==> src/rtl/cpu_cond_pkg.sv <==
// cpu_cond_pkg -- shared constants for the condition flip-flop generator.
//   cond_e  : 3-bit condition codes carried on c_field.
//   state_e : result-holding FSM encoding (IDLE = no pending result,
//             HOLD = con_out holds an unacknowledged result).
package cpu_cond_pkg;

    typedef enum logic [2:0] {
        COND_Z   = 3'b000,  // bus == 0
        COND_NZ  = 3'b001,  // bus != 0
        COND_PL  = 3'b010,  // not negative, zero counts as positive
        COND_MI  = 3'b011,  // negative
        COND_GT  = 3'b100,  // strictly positive
        COND_LE  = 3'b101,  // negative or zero
        COND_T   = 3'b110,  // always true
        COND_F   = 3'b111   // always false
    } cond_e;

    typedef enum logic {
        IDLE = 1'b0,
        HOLD = 1'b1
    } state_e;

endpackage

==> src/rtl/con_ff_gen_if.sv <==
// con_ff_gen_if -- strobe/result bundle of the condition flip-flop generator.
//   con_in    : evaluate strobe
//   c_field   : condition code (cpu_cond_pkg::cond_e)
//   bus       : two's complement operand, DATA_W bits
//   ack       : consumer has taken the result
//   con_out   : registered condition result
//   con_valid : con_out holds an unacknowledged result
//   hist      : outcome history, bit 0 newest, HIST_D bits
//   taken_cnt : count of true outcomes, CNT_W bits, wraps
//   overrun   : sticky, a strobe was dropped
// master drives strobes and ack; slave is the generator.
interface con_ff_gen_if #(
    parameter int unsigned DATA_W = 32,
    parameter int unsigned HIST_D = 8,
    parameter int unsigned CNT_W  = 16
);
    logic              con_in;
    logic [2:0]        c_field;
    logic [DATA_W-1:0] bus;
    logic              ack;
    logic              con_out;
    logic              con_valid;
    logic [HIST_D-1:0] hist;
    logic [CNT_W-1:0]  taken_cnt;
    logic              overrun;

    modport master (
        output con_in, c_field, bus, ack,
        input  con_out, con_valid, hist, taken_cnt, overrun
    );

    modport slave (
        input  con_in, c_field, bus, ack,
        output con_out, con_valid, hist, taken_cnt, overrun
    );
endinterface

==> src/rtl/con_ff_gen_cond_eval.sv <==
// cond_eval -- purely combinational condition decoder.
//   c_field : condition code (cpu_cond_pkg::cond_e)
//   bus     : two's complement operand, DATA_W bits
//   flag    : condition result for c_field applied to bus
module cond_eval
    import cpu_cond_pkg::*;
#(
    parameter int unsigned DATA_W = 32
) (
    input  logic [2:0]        c_field,
    input  logic [DATA_W-1:0] bus,
    output logic              flag
);

    logic z;
    logic n;

    always_comb begin
        z    = (bus == '0);
        n    = bus[DATA_W-1];
        flag = 1'b0;
        case (cond_e'(c_field))
            COND_Z:  flag = z;
            COND_NZ: flag = !z;
            COND_PL: flag = !n;
            COND_MI: flag = n;
            COND_GT: flag = !n && !z;
            COND_LE: flag = n || z;
            COND_T:  flag = 1'b1;
            COND_F:  flag = 1'b0;
            default: flag = 1'b0;
        endcase
    end

endmodule

==> src/rtl/con_ff_gen.sv <==
// con_ff_gen -- condition flip-flop generator with result handshake,
// outcome history, taken counter and sticky overrun flag.
//   clock : rising-edge clock
//   clear : synchronous active-high reset, overrides strobe and ack
//   ff_if : con_ff_gen_if slave (strobe/operand in, registered results out)
// A strobe is accepted in IDLE, or in HOLD when ack frees the current
// result on the same edge; a strobe in HOLD without ack is dropped.
module con_ff_gen
    import cpu_cond_pkg::*;
#(
    parameter int unsigned DATA_W = 32,
    parameter int unsigned HIST_D = 8,
    parameter int unsigned CNT_W  = 16
) (
    input  logic        clock,
    input  logic        clear,
    con_ff_gen_if.slave ff_if
);

    state_e            state;
    state_e            state_nxt;
    logic              accept;
    logic              drop;
    logic              flag;

    logic              con_out_r;
    logic              con_valid_r;
    logic [HIST_D-1:0] hist_r;
    logic [CNT_W-1:0]  taken_cnt_r;
    logic              overrun_r;

    cond_eval #(
        .DATA_W (DATA_W)
    ) u_cond_eval (
        .c_field (ff_if.c_field),
        .bus     (ff_if.bus),
        .flag    (flag)
    );

    always_comb begin
        state_nxt = state;
        accept    = 1'b0;
        drop      = 1'b0;
        case (state)
            IDLE: begin
                // ack is meaningless without a pending result
                if (ff_if.con_in) begin
                    accept    = 1'b1;
                    state_nxt = HOLD;
                end
            end
            HOLD: begin
                if (ff_if.ack) begin
                    accept    = ff_if.con_in;
                    state_nxt = ff_if.con_in ? HOLD : IDLE;
                end else if (ff_if.con_in) begin
                    drop = 1'b1;
                end
            end
            default: state_nxt = IDLE;
        endcase
    end

    always_ff @(posedge clock) begin
        if (clear) begin
            state       <= IDLE;
            con_out_r   <= 1'b0;
            con_valid_r <= 1'b0;
            hist_r      <= '0;
            taken_cnt_r <= '0;
            overrun_r   <= 1'b0;
        end else begin
            state       <= state_nxt;
            // con_valid is kept as its own flop so every output is a register
            con_valid_r <= (state_nxt == HOLD);
            if (accept) begin
                con_out_r <= flag;
                hist_r    <= (hist_r << 1) | HIST_D'(flag);
                if (flag) begin
                    taken_cnt_r <= taken_cnt_r + CNT_W'(1);
                end
            end
            if (drop) begin
                overrun_r <= 1'b1;
            end
        end
    end

    assign ff_if.con_out   = con_out_r;
    assign ff_if.con_valid = con_valid_r;
    assign ff_if.hist      = hist_r;
    assign ff_if.taken_cnt = taken_cnt_r;
    assign ff_if.overrun   = overrun_r;

endmodule

==> src/flat_wrapper.sv <==
// flat-port wrapper written by rule: the top's interface ports become plain ports
module con_ff_gen_flat import cpu_cond_pkg::*;
#(
    parameter int unsigned DATA_W = 32,
    parameter int unsigned HIST_D = 8,
    parameter int unsigned CNT_W  = 16
)
  (clock, clear, ff_if_con_in, ff_if_c_field, ff_if_bus, ff_if_ack, ff_if_con_out, ff_if_con_valid, ff_if_hist, ff_if_taken_cnt, ff_if_overrun);
  con_ff_gen_if #(.DATA_W(DATA_W), .HIST_D(HIST_D), .CNT_W(CNT_W)) ff_if_i ();
  input  logic clock;
  input  logic clear;
  input wire logic [$bits(ff_if_i.con_in)-1:0] ff_if_con_in;
  input wire logic [$bits(ff_if_i.c_field)-1:0] ff_if_c_field;
  input wire logic [$bits(ff_if_i.bus)-1:0] ff_if_bus;
  input wire logic [$bits(ff_if_i.ack)-1:0] ff_if_ack;
  output wire logic [$bits(ff_if_i.con_out)-1:0] ff_if_con_out;
  output wire logic [$bits(ff_if_i.con_valid)-1:0] ff_if_con_valid;
  output wire logic [$bits(ff_if_i.hist)-1:0] ff_if_hist;
  output wire logic [$bits(ff_if_i.taken_cnt)-1:0] ff_if_taken_cnt;
  output wire logic [$bits(ff_if_i.overrun)-1:0] ff_if_overrun;
  assign ff_if_i.con_in = ff_if_con_in;
  assign ff_if_i.c_field = ff_if_c_field;
  assign ff_if_i.bus = ff_if_bus;
  assign ff_if_i.ack = ff_if_ack;
  assign ff_if_con_out = ff_if_i.con_out;
  assign ff_if_con_valid = ff_if_i.con_valid;
  assign ff_if_hist = ff_if_i.hist;
  assign ff_if_taken_cnt = ff_if_i.taken_cnt;
  assign ff_if_overrun = ff_if_i.overrun;
  con_ff_gen #(.DATA_W(DATA_W), .HIST_D(HIST_D), .CNT_W(CNT_W)) u_core (.clock(clock), .clear(clear), .ff_if(ff_if_i));
endmodule
==> config.mk <==
export PLATFORM = sky130hd
export DESIGN_NAME = con_ff_gen_flat
export DESIGN_NICKNAME = d
export VERILOG_FILES = /design/src/rtl/cpu_cond_pkg.sv /design/src/rtl/con_ff_gen_if.sv /design/src/rtl/con_ff_gen_cond_eval.sv /design/src/rtl/con_ff_gen.sv /design/src/flat_wrapper.sv
export SDC_FILE = /design/constraint.sdc
export NUM_CORES = 1
export LEC_CHECK = 0
export CORE_AREA = 2 2 71 56
export DETAILED_ROUTE_END_ITERATION = 16
export DIE_AREA = 0 0 73 58
export PLACE_DENSITY = 0.75
export SYNTH_ARGS = -nofsm -noshare
export SYNTH_HDL_FRONTEND = slang
export SYNTH_SLANG_ARGS = --single-unit
==> constraint.sdc <==
create_clock -name clock -period 2.65 [get_ports clock]
set_clock_uncertainty 0.15 [all_clocks]
set_input_delay 0.53 -clock clock [delete_from_list [all_inputs] [get_ports clock]]
set_output_delay 0.53 -clock clock [all_outputs]
set_load 0.01 [all_outputs]
==> out/results.md <==
| Metric | Reported |
|---|---|
| TritonCTS clock tree | yes |
| Most frequent cells in the layout | sky130_fd_sc_hd__clkdlybuf4s50_1 (65), sky130_fd_sc_hd__nor2_1 (28), sky130_fd_sc_hd__dfxtp_1 (26) |
| Total power per unit cell area | 373 nW/um2 |
| Minimum setup slack in the final design | 0.136 ns |
| Worst Max-Slew Pin Slew | 0.340 ns |
| Clock tree sinks | 26 |
| Total global-route track usage | 16.1% |
| Number of filler cells placed in the layout | 321 |
| Finished layout cell area | 2110 um2 |
| Post-synthesis instance total | 153 |
| Vias per cell | 5.00 |
| Register area share after synthesis | 38.6% |
| Worst hold path cell count | 2 |
| Worst-path fanout max | 4 |
| Share of synthesized registers carrying an async set or reset | 0% |
| Area of the die | 4230 um2 |
| Number of distinct library cells after synthesis | 35 |
| Die extent in x | 73 um |
| Setup slack at placement | -0.152 ns |
| Final Cycle Share | 94.9% |
| Outcome | completed |
| Required time of the critical path | 2.67 ns |
| Post-CTS Hold Buffers | 0 |
| Setup violations, final | 0 |
| Max Transition Viols Final | 0 |
| Placement row count | 19 |
| Kind of start point of the critical path | input pin |
| Layout Area Growth over Synthesis | 56.4% |
| Number of top-level design ports | 66 |
| Cells on worst reg2reg path | 6 |
| Final Hold Viols | 0 |
| Crit Path Category | input pin to flop |
| Crit path time final | 2.51 ns |
| Clk buf depth | 2 |
| Pleak | 0.772 nW |
| DIE HEIGHT | 58 um |
| Yosys warns | 0 |
| Final RePlAce weighted congestion | 0.761 |
| Mean routed wirelength per cell | 12.3 um |
| Count of state elements after synthesis | 26 |
| Placed Area | 2050 um2 |
| Hold crit path type | flop to flop |
| Number of DRC markers in iteration 0 | 56 |
| Worst-case headroom to the max-slew limit | 77.3% |
| Buffers added on ports | 65 |
| Antenna Nets Post-Route | 0 |
| Number of antenna violations at the first check in global routing | 0 |
| RSZ-0062 raised after global routing | false |
| Setup TNS | 0 ns |
| Vias | 1309 |
| Global-route wire length before repair | 5.42 mm |
| Floorplan core area | 3540 um2 |
| HPWL after detailed placement | 2.55 mm |
| Max VDD drop | 396 uV |
| Pin count of the biggest net entering global routing | 22 |
| Most common library cell in the layout ignoring fill and taps | sky130_fd_sc_hd__clkdlybuf4s50_1 |
| Pre-Repair DR Iteration Count | 4 |
| DRC violations left | 0 |
| Number of post-CTS setup repair buffers | 0 |
| Clock latency on the worst-skew pair | 0.27 ns |
| Post-CTS Resized | 0 |
| Prevailing post-synth register cell | sky130_fd_sc_hd__dfxtp_1 |
| Antenna diodes | 0 |
| Proportion of layout cells with a drive suffix above 1 | 8.64% |
| EDFF count, synth | 0 |
| Total congestion overflow after global routing | 0 |
| Arrival time worst endpoint | 2.53 ns |
| Average size of a mapped cell | 8.82 um2 |
| Cell at the root of the clock tree | sky130_fd_sc_hd__clkbuf_8 |
| Starting density of the core | 38.1% |
| Post-Syn Area | 1350 um2 |
| R2R Setup Slk | 0.83 ns |
| Nets@finish | 261 |
| Via count of the first global-routing pass | 1221 |
| H-tree lvl count | 1 |
| Aggregate routed wire length | 3.22 mm |
| Fmax | 398 MHz |
| Total of max-cap violations | 0 |
| Total nets after synthesis | 193 |
| Critical path endpoint category | flop |
| Number of buffers added by the clock tree synthesis step | 3 |
| Clock slew seen by the registers of the worst setup and hold paths | 0.09 ns |
logic make-up after synthesis:
kind of cell	after synthesis	share of synthesized area [%]
simple gates	70	28.5
mux	12	9.55
compound gates	22	12.8
fa+ha+maj	1	0.927
xor+xnor	7	4.55
buf+inv	15	5.10
flops	26	38.6
flip-flops by register name, summed over array words and instances, names as in the netlist:
name and flops:
u_core.ff_if.overrun 1, u_core.ff_if.con_valid 1, u_core.ff_if.hist 8, u_core.ff_if.taken_cnt 16
path summary, 6_finish.rpt:
| check | from | end |
|---|---|---|
| setup reg to reg | u_core.ff_if.taken_cnt[0]$_SDFFE_PP0P_ | u_core.ff_if.taken_cnt[8]$_SDFFE_PP0P_ |
| hold reg to reg | u_core.ff_if.overrun$_SDFFE_PP0P_ | u_core.ff_if.overrun$_SDFFE_PP0P_ |
| setup / recovery | ff_if_c_field[2] | u_core.ff_if.taken_cnt[9]$_SDFFE_PP0P_ |
| hold / removal | u_core.ff_if.overrun$_SDFFE_PP0P_ | u_core.ff_if.overrun$_SDFFE_PP0P_ |
where the power goes:
part           switching, W  leakage (nW)  total [W]  internal, W
clock              0.000124        0.0288   0.000257     0.000133
sequential       0.00000506         0.210   0.000401     0.000396
combinational     0.0000474         0.533   0.000129    0.0000819
total              0.000176         0.772   0.000787     0.000611
area by class of cell:
cell class | instances | area (um2) | share of cell area, %
Sequential cell | 26 | 520 | 24.7
Timing Repair Buffer | 71 | 696 | 33.0
Inverter | 7 | 26.3 | 1.25
Tap cell | 42 | 52.6 | 2.49
Multi-Input combinational cell | 112 | 759 | 36.0
Clock buffer | 4 | 55.1 | 2.61
per-stage QoR:
step / hold WS, ns / util [%] / instances / power (W)
floorplan: 0.352 / - / 153 / 0.000460
global placement: 0.316 / 58.0 / 258 / 0.000539
detailed placement: 0.312 / 58.0 / 258 / 0.000540
CTS: 0.338 / 59.6 / 262 / 0.000798
global route: 0.369 / 59.6 / 262 / 0.000826
finish: 0.345 / 59.6 / 262 / 0.000787
synth_stat cells, types with 2 or more instances:
cell                       number  area, um2
sky130_fd_sc_hd__mux2i_1        8       80.1
sky130_fd_sc_hd__xnor2_1        7       61.3
sky130_fd_sc_hd__a21oi_1        7       35.0
sky130_fd_sc_hd__and3_1         4       25.0
sky130_fd_sc_hd__a211oi_1       6       45.0
sky130_fd_sc_hd__a31o_2         3       26.3
sky130_fd_sc_hd__inv_1          7       26.3
sky130_fd_sc_hd__and2_1         2       12.5
sky130_fd_sc_hd__nand2_1        4       15.0
sky130_fd_sc_hd__nand2b_1       2       12.5
sky130_fd_sc_hd__nor4_1         8       50.1
sky130_fd_sc_hd__nor2_1        28        105
sky130_fd_sc_hd__mux2_1         3       33.8
sky130_fd_sc_hd__nor2b_1        5       31.3
sky130_fd_sc_hd__dfxtp_1       26        521
sky130_fd_sc_hd__nand4_1        4       25.0
sky130_fd_sc_hd__nand3_1        5       25.0
sky130_fd_sc_hd__clkbuf_1       4       15.0
sky130_fd_sc_hd__and4_1         4       35.0
routing by layer:
metal  vias to the layer above  part of all wire (%)  track usage (%)
met1                       604                    47             21.2
met2                        29                    46             26.3
met5                         -                     0                0
li1                        673                     -                -
met3                         3                   5.8             5.04
met4                         0                  0.71             3.17
worst max-delay path, stage by stage:
cell and delay, ns:
sky130_fd_sc_hd__clkdlybuf4s50_1 0.52, sky130_fd_sc_hd__nor2_1 0.07, sky130_fd_sc_hd__or3_1 0.36, sky130_fd_sc_hd__a22o_4 0.26, sky130_fd_sc_hd__a211oi_4 0.25, sky130_fd_sc_hd__and4_1 0.22, sky130_fd_sc_hd__mux2_1 0.31
(Power assumes the default switching activity.)
